File: src/rtl/encdec_pkg.sv
// Shared constants and FSM encoding for the one-hot encode/decode family.
package encdec_pkg;
  localparam int ENC_N = 64;
  localparam int ENC_W = 6;

  typedef enum logic {
    IDLE = 1'b0,
    EMIT = 1'b1
  } enc_state_t;
endpackage

File: src/rtl/lsb_encoder.sv
// Combinational lowest-set-bit encoder: 8-bit group encoders plus a group-select stage.
// Reports the index, whether any bit is set, and whether exactly one bit is set.
module lsb_encoder #(
  parameter int N = 64,
  localparam int W = $clog2(N)
) (
  input  logic [N-1:0] vec,
  output logic [W-1:0] idx,
  output logic         any,
  output logic         single
);
  localparam int GS = (N < 8) ? N : 8;
  localparam int NG = N / GS;

  logic [NG-1:0] g_any;
  logic [NG-1:0] g_single;
  logic [W-1:0]  g_idx [NG];

  function automatic logic [W-1:0] grp_lsb(input logic [GS-1:0] v);
    logic [W-1:0] r;
    r = '0;
    for (int b = GS - 1; b >= 0; b--) begin
      if (v[b]) r = W'(b);
    end
    return r;
  endfunction

  // Group bases are GS-aligned, so OR-ing in the local index forms the full index.
  for (genvar g = 0; g < NG; g++) begin : g_grp
    logic [GS-1:0] s;
    assign s           = vec[g*GS +: GS];
    assign g_any[g]    = |s;
    assign g_single[g] = (s != '0) && ((s & (s - GS'(1))) == '0);
    assign g_idx[g]    = grp_lsb(s) | W'(g * GS);
  end

  always_comb begin
    idx = '0;
    for (int g = NG - 1; g >= 0; g--) begin
      if (g_any[g]) idx = g_idx[g];
    end
  end

  assign any    = |g_any;
  assign single = ((g_any & (g_any - NG'(1))) == '0) && |(g_any & g_single);
endmodule

File: src/rtl/onehot_scan_encoder.sv
// Captures an N-bit vector and replays its set-bit indices lowest first, one per out beat.
// First beat one cycle after acceptance; holds beat stable under out_ready=0; one bubble between vectors.
module onehot_scan_encoder
  import encdec_pkg::*;
#(
  parameter int N = ENC_N,
  parameter int W = ENC_W
) (
  input  logic         clk,
  input  logic         rst_n,
  input  logic         flush,
  input  logic         in_valid,
  output logic         in_ready,
  input  logic [N-1:0] in_vec,
  output logic         out_valid,
  input  logic         out_ready,
  output logic [W-1:0] out_idx,
  output logic         out_last
);
  enc_state_t   state_q, state_d;
  logic [N-1:0] pend_q, pend_d;
  logic [W-1:0] enc_idx;
  logic         enc_any;
  logic         enc_single;

  lsb_encoder #(.N(N)) u_lsb (
    .vec    (pend_q),
    .idx    (enc_idx),
    .any    (enc_any),
    .single (enc_single)
  );

  assign in_ready  = rst_n && !flush && (state_q == IDLE);
  assign out_valid = rst_n && (state_q == EMIT) && enc_any;
  assign out_idx   = out_valid ? enc_idx : '0;
  assign out_last  = out_valid && enc_single;

  always_comb begin
    state_d = state_q;
    pend_d  = pend_q;
    if (flush) begin
      // A handshake coinciding with flush is dropped along with the vector.
      state_d = IDLE;
      pend_d  = '0;
    end else begin
      unique case (state_q)
        IDLE: begin
          if (in_valid && in_ready && (in_vec != '0)) begin
            pend_d  = in_vec;
            state_d = EMIT;
          end
        end
        EMIT: begin
          if (out_valid && out_ready) begin
            pend_d = pend_q & (pend_q - N'(1));
            if (out_last) state_d = IDLE;
          end
        end
        default: state_d = IDLE;
      endcase
    end
  end

  always_ff @(posedge clk) begin
    if (!rst_n) begin
      state_q <= IDLE;
      pend_q  <= '0;
    end else begin
      state_q <= state_d;
      pend_q  <= pend_d;
    end
  end
endmodule

File: config.mk
export PLATFORM = sky130hd
export DESIGN_NAME = onehot_scan_encoder
export DESIGN_NICKNAME = d
export VERILOG_FILES = /design/src/rtl/encdec_pkg.sv /design/src/rtl/lsb_encoder.sv /design/src/rtl/onehot_scan_encoder.sv
export SDC_FILE = /design/constraint.sdc
export NUM_CORES = 1
export LEC_CHECK = 0
export BUFFER_PORTS_ARGS = -buffer_cell sky130_fd_sc_hd__buf_4
export CAP_MARGIN = 20
export CORE_AREA = 5 5 123 125
export CTS_BUF_LIST = sky130_fd_sc_hd__clkbuf_16
export DETAILED_ROUTE_END_ITERATION = 8
export DIE_AREA = 0 0 128 130
export PLACE_DENSITY = 0.59
export SLEW_MARGIN = 20
export SYNTH_ARGS = -nofsm -noshare
export SYNTH_HDL_FRONTEND = slang
export SYNTH_SLANG_ARGS = --single-unit
File: constraint.sdc
create_clock -name clk -period 3.5 [get_ports clk]
set_input_delay 1.05 -clock clk [delete_from_list [all_inputs] [get_ports clk]]
set_output_delay 1.05 -clock clk [all_outputs]
set_load 0.02 [all_outputs]
==> results.txt, run 1 <==
Power per standard cell area: 363 nW/um2. Global routing used 22.1% of the available tracks. Along the worst path, the maximum fanout reaches 5. For the weighted congestion reported at the end of routability-driven placement, the log shows 0.966. Once the floorplan was initialized, standard cells occupied 34.5% of the core. Derived from the worst setup path, the maximum achievable clock frequency is 268 MHz. The worst hold path cell count is 2. For the total half-perimeter wirelength after legalization and detailed placement, the log shows 13800 um. Relative to the synthesized area, the layout overhead comes to 33.2%.

Yosys printed 0 warnings. The detail route stage leaves a number of antenna-violating nets equal to 0. Synthesis inferred 65 register bits. The reg-to-reg endpoint is pend_q[59]$_SDFFE_PP0P_. For this run, the post-layout net count is 859. The pre-antenna-repair detailed-routing pass consisted of 5 iterations. The insertion delay to the later sink of the worst-skew pair was 0.35 ns; the switching power was 0.000770 W. The floorplan has 43 rows. The flop-to-flop setup slack was 0.76 ns. The number of CTS-inserted buffers is 9, and the wire length per cell is 19.0 um. Of the cells placed in the final design, the portion with a size suffix greater than 1 is 25.9%. Synthesis produced a netlist with a net count of 746. Transition time of the tightest slew-check pin: 0.654 ns. The number of hold-slack violations in the final timing report is 0, and the data required time at the worst endpoint is 2.45 ns.

The count of maximum capacitance violations came out at 0. Across the VDD grid, the largest voltage drop is 0.000201 V. Adding up every negative setup slack in the final design gives -0.225 ns. Initial antenna violation count: 0. The critical hold path startpoint was pend_q[23]$_SDFFE_PP0P_. The count of input and output buffers works out to 77. The via count normalized by instance count is 5.84, and the area enclosed by the die boundary is 16600 um2. The detailed router placed 5693 vias in this run. The final number of max-transition violations is 0. TritonCTS built the clock tree. The number of cells on the worst reg-to-reg path was 9; the total inserted antenna cells was 0. After synthesis, the share of flip-flops with an asynchronous set or reset is 0%. After layout, the worst path uses 106% of the clock period. The tools report the terminating pin of the worst hold path as pend_q[23]$_SDFFE_PP0P_.

The H-tree was split into 3 levels. Setup repair after global routing could not meet its margin everywhere. In the routed design, unresolved DRC markers number 0. The clock network is responsible for 35.7% of the overall power. The number of ports placed on the die boundary was 78.

After layout, the minimum clock period comes to 3.72 ns. The CTS clock-pin slew for the worst setup and hold paths is 0.06 ns. STA puts the critical path data arrival time at 2.67 ns. The x dimension of the die is 128 um, and the share of the core filled with cells in the final layout is 45.9%. After synthesis, the mean cell area works out to 7.02 um2. The die height is 130 um.

The final count of negative-setup-slack endpoints was 1. The first global-routing pass estimated 29200 um of wire. Entering global routing, the biggest net connects 50 pins. The region available for standard cell placement spans 13800 um2. In this run, synthesis inferred 0 flip-flops with an integrated enable. The checks that failed: setup timing. Cell internal power was estimated by the tool at 0.00152 W. In this run, post-CTS hold repair placed 0 buffers. In this run the clock root is driven by a sky130_fd_sc_hd__clkbuf_16. Summed over all layers, the routed wires come to 18500 um.

The clock net in this run drives a total of 65 sinks. The most used flip-flop cell after synthesis is sky130_fd_sc_hd__dfxtp_1. Summed over all layers, the global routing overflow is 0. STA classifies the critical path startpoint as a register.

In this run the critical register-to-register path is launched from pend_q[3]$_SDFFE_PP0P_. The run finished, with violations left. The worst setup path is captured at an output pin. The clock passes through at most 2 buffers. Net switching is 33.6% of the power. For the area of the mapped netlist, the log shows 4750 um2. Number of design-rule violations left by the first detailed-router iteration: 515. The worst setup path is of the reg2out kind.

The clock skew came out at 0.00601 ns. Leakage power figure: 2.46 nW. The path class of the lowest-slack min-delay path was reg2reg. The number of global-route vias before repair was 5482; the relative max-transition margin was 56.0%.

Combinational logic burns 30.2% of the power. The cell count after synthesis was 677; the least setup slack across all paths after layout was -0.225 ns. The portion of the post-synthesis area used by sequential elements was 27.4%.

The netlist uses 66 different library cells. Of the total power, registers draw 34.2%.
power by group through the flow:
stage,clock (W),sequential (W),combinational (W)
after CTS,0.000839,0.000784,0.000668
after floorplan,0,0.000791,0.000368
final,0.000818,0.000784,0.000692
after global routing,0.000863,0.000787,0.000748
after global placement,0,0.000796,0.000632
after detailed placement,0,0.000798,0.000635
routing by layer:
layer	routed length, um	vias to the layer above	global-route usage [%]
met5	0	-	0
met4	590	0	9.80
met3	1160	35	3.89
met2	8130	213	34.1
met1	8620	2679	30.4
li1	-	2766	-
cells in the final DEF, fill, tap and decap left out, types with 4 or more instances in the layout:
cell,Yosys,routed
sky130_fd_sc_hd__buf_4,1,146
sky130_fd_sc_hd__nand2_1,100,100
sky130_fd_sc_hd__a21oi_1,81,77
sky130_fd_sc_hd__o21ai_0,66,65
sky130_fd_sc_hd__nor2_1,64,62
sky130_fd_sc_hd__dfxtp_1,65,57
sky130_fd_sc_hd__nor4_1,25,20
sky130_fd_sc_hd__nor3_1,19,17
sky130_fd_sc_hd__inv_1,16,17
sky130_fd_sc_hd__a22oi_1,15,15
sky130_fd_sc_hd__nand4_1,12,12
sky130_fd_sc_hd__nand3_1,13,12
sky130_fd_sc_hd__or3_1,12,12
sky130_fd_sc_hd__nor4_4,3,9
sky130_fd_sc_hd__a32o_1,9,9
sky130_fd_sc_hd__clkbuf_16,0,9
sky130_fd_sc_hd__o31ai_1,8,8
sky130_fd_sc_hd__o21ai_1,6,7
sky130_fd_sc_hd__dfxtp_2,0,7
sky130_fd_sc_hd__nor4_2,7,6
sky130_fd_sc_hd__o21a_1,6,6
sky130_fd_sc_hd__o21bai_1,6,6
sky130_fd_sc_hd__xor2_1,5,5
sky130_fd_sc_hd__mux2i_1,5,5
sky130_fd_sc_hd__clkinv_1,1,5
sky130_fd_sc_hd__and2_1,4,4
sky130_fd_sc_hd__or4_4,1,4
sky130_fd_sc_hd__a31oi_1,4,4
sky130_fd_sc_hd__a211oi_1,5,4
sky130_fd_sc_hd__a21oi_2,0,4
sky130_fd_sc_hd__nor2b_1,4,4
sky130_fd_sc_hd__a2111oi_0,4,4
logic make-up (layout without fill, tap and decap cells):
logic type | count (synthesis) | count (layout) | share of synthesized area [%]
AND/OR/NAND/NOR | 288 | 288 | 31.7
XOR/XNOR | 7 | 7 | 1.29
AO/OA/AOI/OAI | 246 | 246 | 32.7
buffers and inverters | 63 | 181 | 5.27
multiplexers | 5 | 5 | 1.05
flip-flops | 65 | 65 | 27.4
adder cells (fa/ha/maj) | 3 | 3 | 0.632
sequential cells by signal, summed over array words and instances, names as in the netlist:
register and count:
state_q 1, pend_q 64
through the flow:
step | hold slack [ns] | total power, W | instance area (um2) | cells | setup slack, ns
finish | 0.519 | 0.00229 | 6330 | 975 | -0.225
global route | 0.530 | 0.00240 | 6330 | 975 | -0.301
CTS | 0.547 | 0.00229 | 6250 | 971 | -0.169
detailed placement | 0.537 | 0.00143 | 5850 | 950 | 0.0917
global placement | 0.528 | 0.00143 | 5850 | 950 | 0.115
floorplan | 0.487 | 0.00116 | 4750 | 677 | 0.121
cells in the mapped netlist, types with 5 or more instances:
| cell type | count | area (um2) |
|---|---|---|
| sky130_fd_sc_hd__nand2_1 | 100 | 375 |
| sky130_fd_sc_hd__a21oi_1 | 81 | 405 |
| sky130_fd_sc_hd__o21ai_0 | 66 | 330 |
| sky130_fd_sc_hd__dfxtp_1 | 65 | 1300 |
| sky130_fd_sc_hd__nor2_1 | 64 | 240 |
| sky130_fd_sc_hd__clkbuf_1 | 37 | 139 |
| sky130_fd_sc_hd__nor4_1 | 25 | 156 |
| sky130_fd_sc_hd__nor3_1 | 19 | 95.1 |
| sky130_fd_sc_hd__inv_1 | 16 | 60.1 |
| sky130_fd_sc_hd__a22oi_1 | 15 | 113 |
| sky130_fd_sc_hd__nand3_1 | 13 | 65.1 |
| sky130_fd_sc_hd__nand4_1 | 12 | 75.1 |
| sky130_fd_sc_hd__or3_1 | 12 | 75.1 |
| sky130_fd_sc_hd__a32o_1 | 9 | 90.1 |
| sky130_fd_sc_hd__buf_2 | 8 | 40.0 |
| sky130_fd_sc_hd__o31ai_1 | 8 | 60.1 |
| sky130_fd_sc_hd__nor4_2 | 7 | 87.6 |
| sky130_fd_sc_hd__o21a_1 | 6 | 45.0 |
| sky130_fd_sc_hd__o21ai_1 | 6 | 30.0 |
| sky130_fd_sc_hd__o21bai_1 | 6 | 45.0 |
| sky130_fd_sc_hd__a211oi_1 | 5 | 37.5 |
| sky130_fd_sc_hd__mux2i_1 | 5 | 50.1 |
| sky130_fd_sc_hd__or4_1 | 5 | 37.5 |
| sky130_fd_sc_hd__xor2_1 | 5 | 43.8 |
worst max-delay path by stage:
stage	start	slack, ns	endpoint
final	pend_q[56]$_SDFFE_PP0P_	-0.22	out_idx[1]
after global placement	pend_q[56]$_SDFFE_PP0P_	0.12	out_idx[1]
after global routing	pend_q[56]$_SDFFE_PP0P_	-0.30	out_idx[1]
after floorplan	pend_q[52]$_SDFFE_PP0P_	0.12	out_idx[1]
after detailed placement	pend_q[56]$_SDFFE_PP0P_	0.09	out_idx[1]
after CTS	pend_q[56]$_SDFFE_PP0P_	-0.17	out_idx[1]
final cells by class:
type | count | area, um2
clock inverters | 7 | 28.8
repair buffers | 148 | 1120
well taps | 180 | 225
clock buffers | 9 | 225
multi-input cells | 549 | 3350
fillers | 1429 | 7440
flip-flops and latches | 65 | 1310
inverters | 17 | 63.8
critical path, cell delays in order (launching register included):
cell and delay [ns]:
sky130_fd_sc_hd__dfxtp_1 0.31, sky130_fd_sc_hd__or4_4 0.58, sky130_fd_sc_hd__o211ai_1 0.22, sky130_fd_sc_hd__a2111o_1 0.16
sky130_fd_sc_hd__a311oi_1 0.09, sky130_fd_sc_hd__o311a_1 0.36, sky130_fd_sc_hd__o311ai_2 0.32, sky130_fd_sc_hd__a21oi_2 0.12
sky130_fd_sc_hd__buf_4 0.17
timing repair:
action | CTS | global route
setup buffers | 5 | 4
pin swaps | 8 | 13
resized for setup | 24 | 15
setup endpoints to repair | 5 | 5
(Power assumes the default switching activity.)
==> run 2, diff against run 1 <==
- CORE_AREA: 5 5 123 125 -> 5 5 144 146
- DIE_AREA: 0 0 128 130 -> 0 0 149 151
- PLACE_DENSITY: 0.59 -> 0.47
==> results.txt, run 2 (synthesis gave the netlist of run 1 again) <==
The critical register-to-register path startpoint is pend_q[26]$_SDFFE_PP0P_ (was pend_q[3]$_SDFFE_PP0P_). The tools report the total inserted antenna cells as 0 (unchanged). The insertion delay to the later sink of the worst-skew pair was 0.34 ns (was 0.35 ns). For the effective utilization at floorplan, the log shows 24.7% (was 34.5%). The run gives 2.65 nW (was 2.46 nW) as the leakage power figure. The final cell area excluding filler cells is 6730 um2 (was 6330 um2). For the setup TNS, the log shows -0.274 ns (was -0.225 ns). Commonest cells after routing, fill and taps aside: sky130_fd_sc_hd__buf_4, sky130_fd_sc_hd__nand2_1, sky130_fd_sc_hd__a21oi_1 (unchanged).

The worst-case vdd ir drop was 0.000260 V (was 0.000201 V); the transition time of the tightest slew-check pin was 0.594 ns (was 0.654 ns). The relative max-transition margin is 60.4% (was 56.0%), and the count of input and output buffers is 77 (unchanged). Largest registers ranked by flip-flop count: pend_q (64), state_q (1) (unchanged).

The shortest period the worst path allows was 3.68 ns (was 3.72 ns). The clock skew is 0.00758 ns (was 0.00601 ns), and the flop-to-flop setup slack is 0.76 ns (about the same). The total number of clock tree sinks came out at 65 (unchanged).

The global-route total usage across every layer was 17.9% (was 22.1%); the number of core rows was 51 (was 43). The tools report the area enclosed by the die boundary as 22500 um2 (was 16600 um2). The number of hold-slack violations in the final timing report was 0 (unchanged). The run gives 9 (unchanged) as the number of CTS-inserted buffers.

The worst endpoint data arrival time is 2.63 ns (was 2.67 ns), and the x dimension of the die is 149 um (was 128 um). The total global routing overflow was 0 (unchanged); the largest fanout on the critical path was 2 (was 5). The run gives -0.183 ns (was -0.225 ns) as the least setup slack across all paths after layout. Total instance count after detailed placement: 1067 (was 950). The number of flip-flops under the largest register name was 64 (unchanged); the data required time at the worst endpoint was 2.45 ns (about the same). The number of global-route vias before repair is 5668 (was 5482). Weighted congestion reported at the end of routability-driven placement: 0.893 (was 0.966). The post-layout instance count excluding filler cells came out at 1092 (was 975).

The tools report the routed wire length as 19900 um (was 18500 um). The run finished, with violations left. The run gives 6190 um2 (was 5850 um2) as the instance area after placement. Buffer levels on the longest clock path: 2 (unchanged). The share of the cycle needed by the critical path after routing was 105% (was 106%). TritonCTS built the clock tree. The total half-perimeter wirelength after legalization and detailed placement is 15200 um (was 13800 um), and the initial antenna violation count is 0 (unchanged).

The terminating pin of the worst hold path is pend_q[40]$_SDFFE_PP0P_ (was pend_q[23]$_SDFFE_PP0P_). The final number of max-transition violations came out at 0 (unchanged). The die height is 151 um (was 130 um). The reg-to-reg endpoint was pend_q[63]$_SDFFE_PP0P_ (was pend_q[59]$_SDFFE_PP0P_). Register containing the most flip-flops in the final layout: pend_q (unchanged). Commonest non-fill, non-tap cell in the layout: sky130_fd_sc_hd__buf_4 (unchanged).

Violated checks: setup timing (unchanged). The first-pass GRT wire length was 31800 um (was 29200 um). The number of detailed-route iterations in the first pass came out at 5 (unchanged). The run gives 19300 um2 (was 13800 um2) as the floorplan core area.

For the number of antenna-violating nets in the routed design, the log shows 0 (unchanged). Worst hold path cell count: 2 (unchanged). The detailed-route DRC error count is 0 (unchanged).

The kind of start point of the critical path is a register (unchanged). The number of design-rule violations left by the first detailed-router iteration is 424 (was 515), and the largest net degree at the start of global routing is 50 (unchanged). The number of vias after detailed routing is 5759 (was 5693). The run gives 2 (was 1) as the final count of negative-setup-slack endpoints. Setup repair after global routing could not meet its margin everywhere. The path class of the lowest-slack min-delay path was reg2reg (unchanged). Critical hold path startpoint: pend_q[40]$_SDFFE_PP0P_ (was pend_q[23]$_SDFFE_PP0P_). The cts-stage hold buffer count is 0 (unchanged), and the number of cells on the worst reg-to-reg path is 11 (was 9). The wire length per cell works out to 18.3 um (was 19.0 um).

For the maximum level of the CTS H-tree, the log shows 3 (unchanged). The CTS clock-pin slew for the worst setup and hold paths was 0.06 ns (about the same); the final net count was 891 (was 859). The area growth from synthesis to layout is 41.6% (was 33.2%), and the timing-limited maximum frequency is 272 MHz (was 268 MHz). Layout cell share with drive strength beyond 1: 28.9% (was 25.9%). The number of ports placed on the die boundary was 78 (unchanged); the count of maximum capacitance violations was 0 (unchanged).

Type of the worst setup path: reg2out (unchanged). The via count normalized by instance count came out at 5.27 (was 5.84). Power per standard cell area: 358 nW/um2 (was 363 nW/um2).

The root buffer selected by CTS was sky130_fd_sc_hd__clkbuf_16 (unchanged). The capturing element type of the critical path is an output pin (unchanged).
run 2: repair_timing:
item	CTS	global route
gates resized for setup	20	25
endpoints found under the setup margin	5	6
setup buffers	5	4
pin swaps	15	22
run 2: per-layer routing:
layer | GRT usage (%) | part of all wire (%)
met1 | 25.0 | 48
met2 | 27.2 | 43
met3 | 4.82 | 6.7
met4 | 4.62 | 1.8
met5 | 0 | 0
run 2: cell type report:
| cell class | count | area (um2) |
|---|---|---|
| Timing Repair Buffer | 180 | 1370 |
| Fill cell | 2176 | 12500 |
| Inverter | 17 | 63.8 |
| Clock buffer | 9 | 225 |
| Clock inverter | 7 | 53.8 |
| Sequential cell | 65 | 1310 |
| Tap cell | 265 | 332 |
| Multi-Input combinational cell | 549 | 3370 |
run 2: report_power, final:
group	switching, W	internal, W
clock	0.000339	0.000537
sequential	0.0000220	0.000758
combinational	0.000415	0.000335
total	0.000776	0.00163
run 2: critical path, stage by stage (launching register included):
cell	delay, ns
sky130_fd_sc_hd__dfxtp_1	0.31
sky130_fd_sc_hd__or4_4	0.55
sky130_fd_sc_hd__o211ai_1	0.23
sky130_fd_sc_hd__a2111o_1	0.17
sky130_fd_sc_hd__a311oi_1	0.10
sky130_fd_sc_hd__o311a_1	0.37
sky130_fd_sc_hd__o311ai_4	0.28
sky130_fd_sc_hd__a21oi_2	0.13
sky130_fd_sc_hd__buf_6	0.15
run 2: metrics by stage:
stage / setup slack, ns / utilization, % / hold slack, ns / total power, W
after floorplan: 0.121 / - / 0.487 / 0.00116
after global placement: -0.0106 / 32.1 / 0.523 / 0.00148
after detailed placement: 0.0297 / 32.1 / 0.512 / 0.00147
after CTS: -0.275 / 34.2 / 0.525 / 0.00239
after global routing: -0.209 / 34.9 / 0.550 / 0.00252
final: -0.183 / 34.9 / 0.533 / 0.00241
run 2: worst max-delay path by stage:
stage / from / endpoint / slack, ns
6_report: pend_q[63]$_SDFFE_PP0P_ / out_idx[1] / -0.18
5_1_grt: pend_q[63]$_SDFFE_PP0P_ / out_idx[1] / -0.21
4_1_cts: pend_q[61]$_SDFFE_PP0P_ / out_idx[1] / -0.27
3_5_place_dp: pend_q[63]$_SDFFE_PP0P_ / out_idx[1] / 0.03
3_3_place_gp: pend_q[42]$_SDFFE_PP0P_ / out_last / -0.01
2_1_floorplan: pend_q[52]$_SDFFE_PP0P_ / out_idx[1] / 0.12
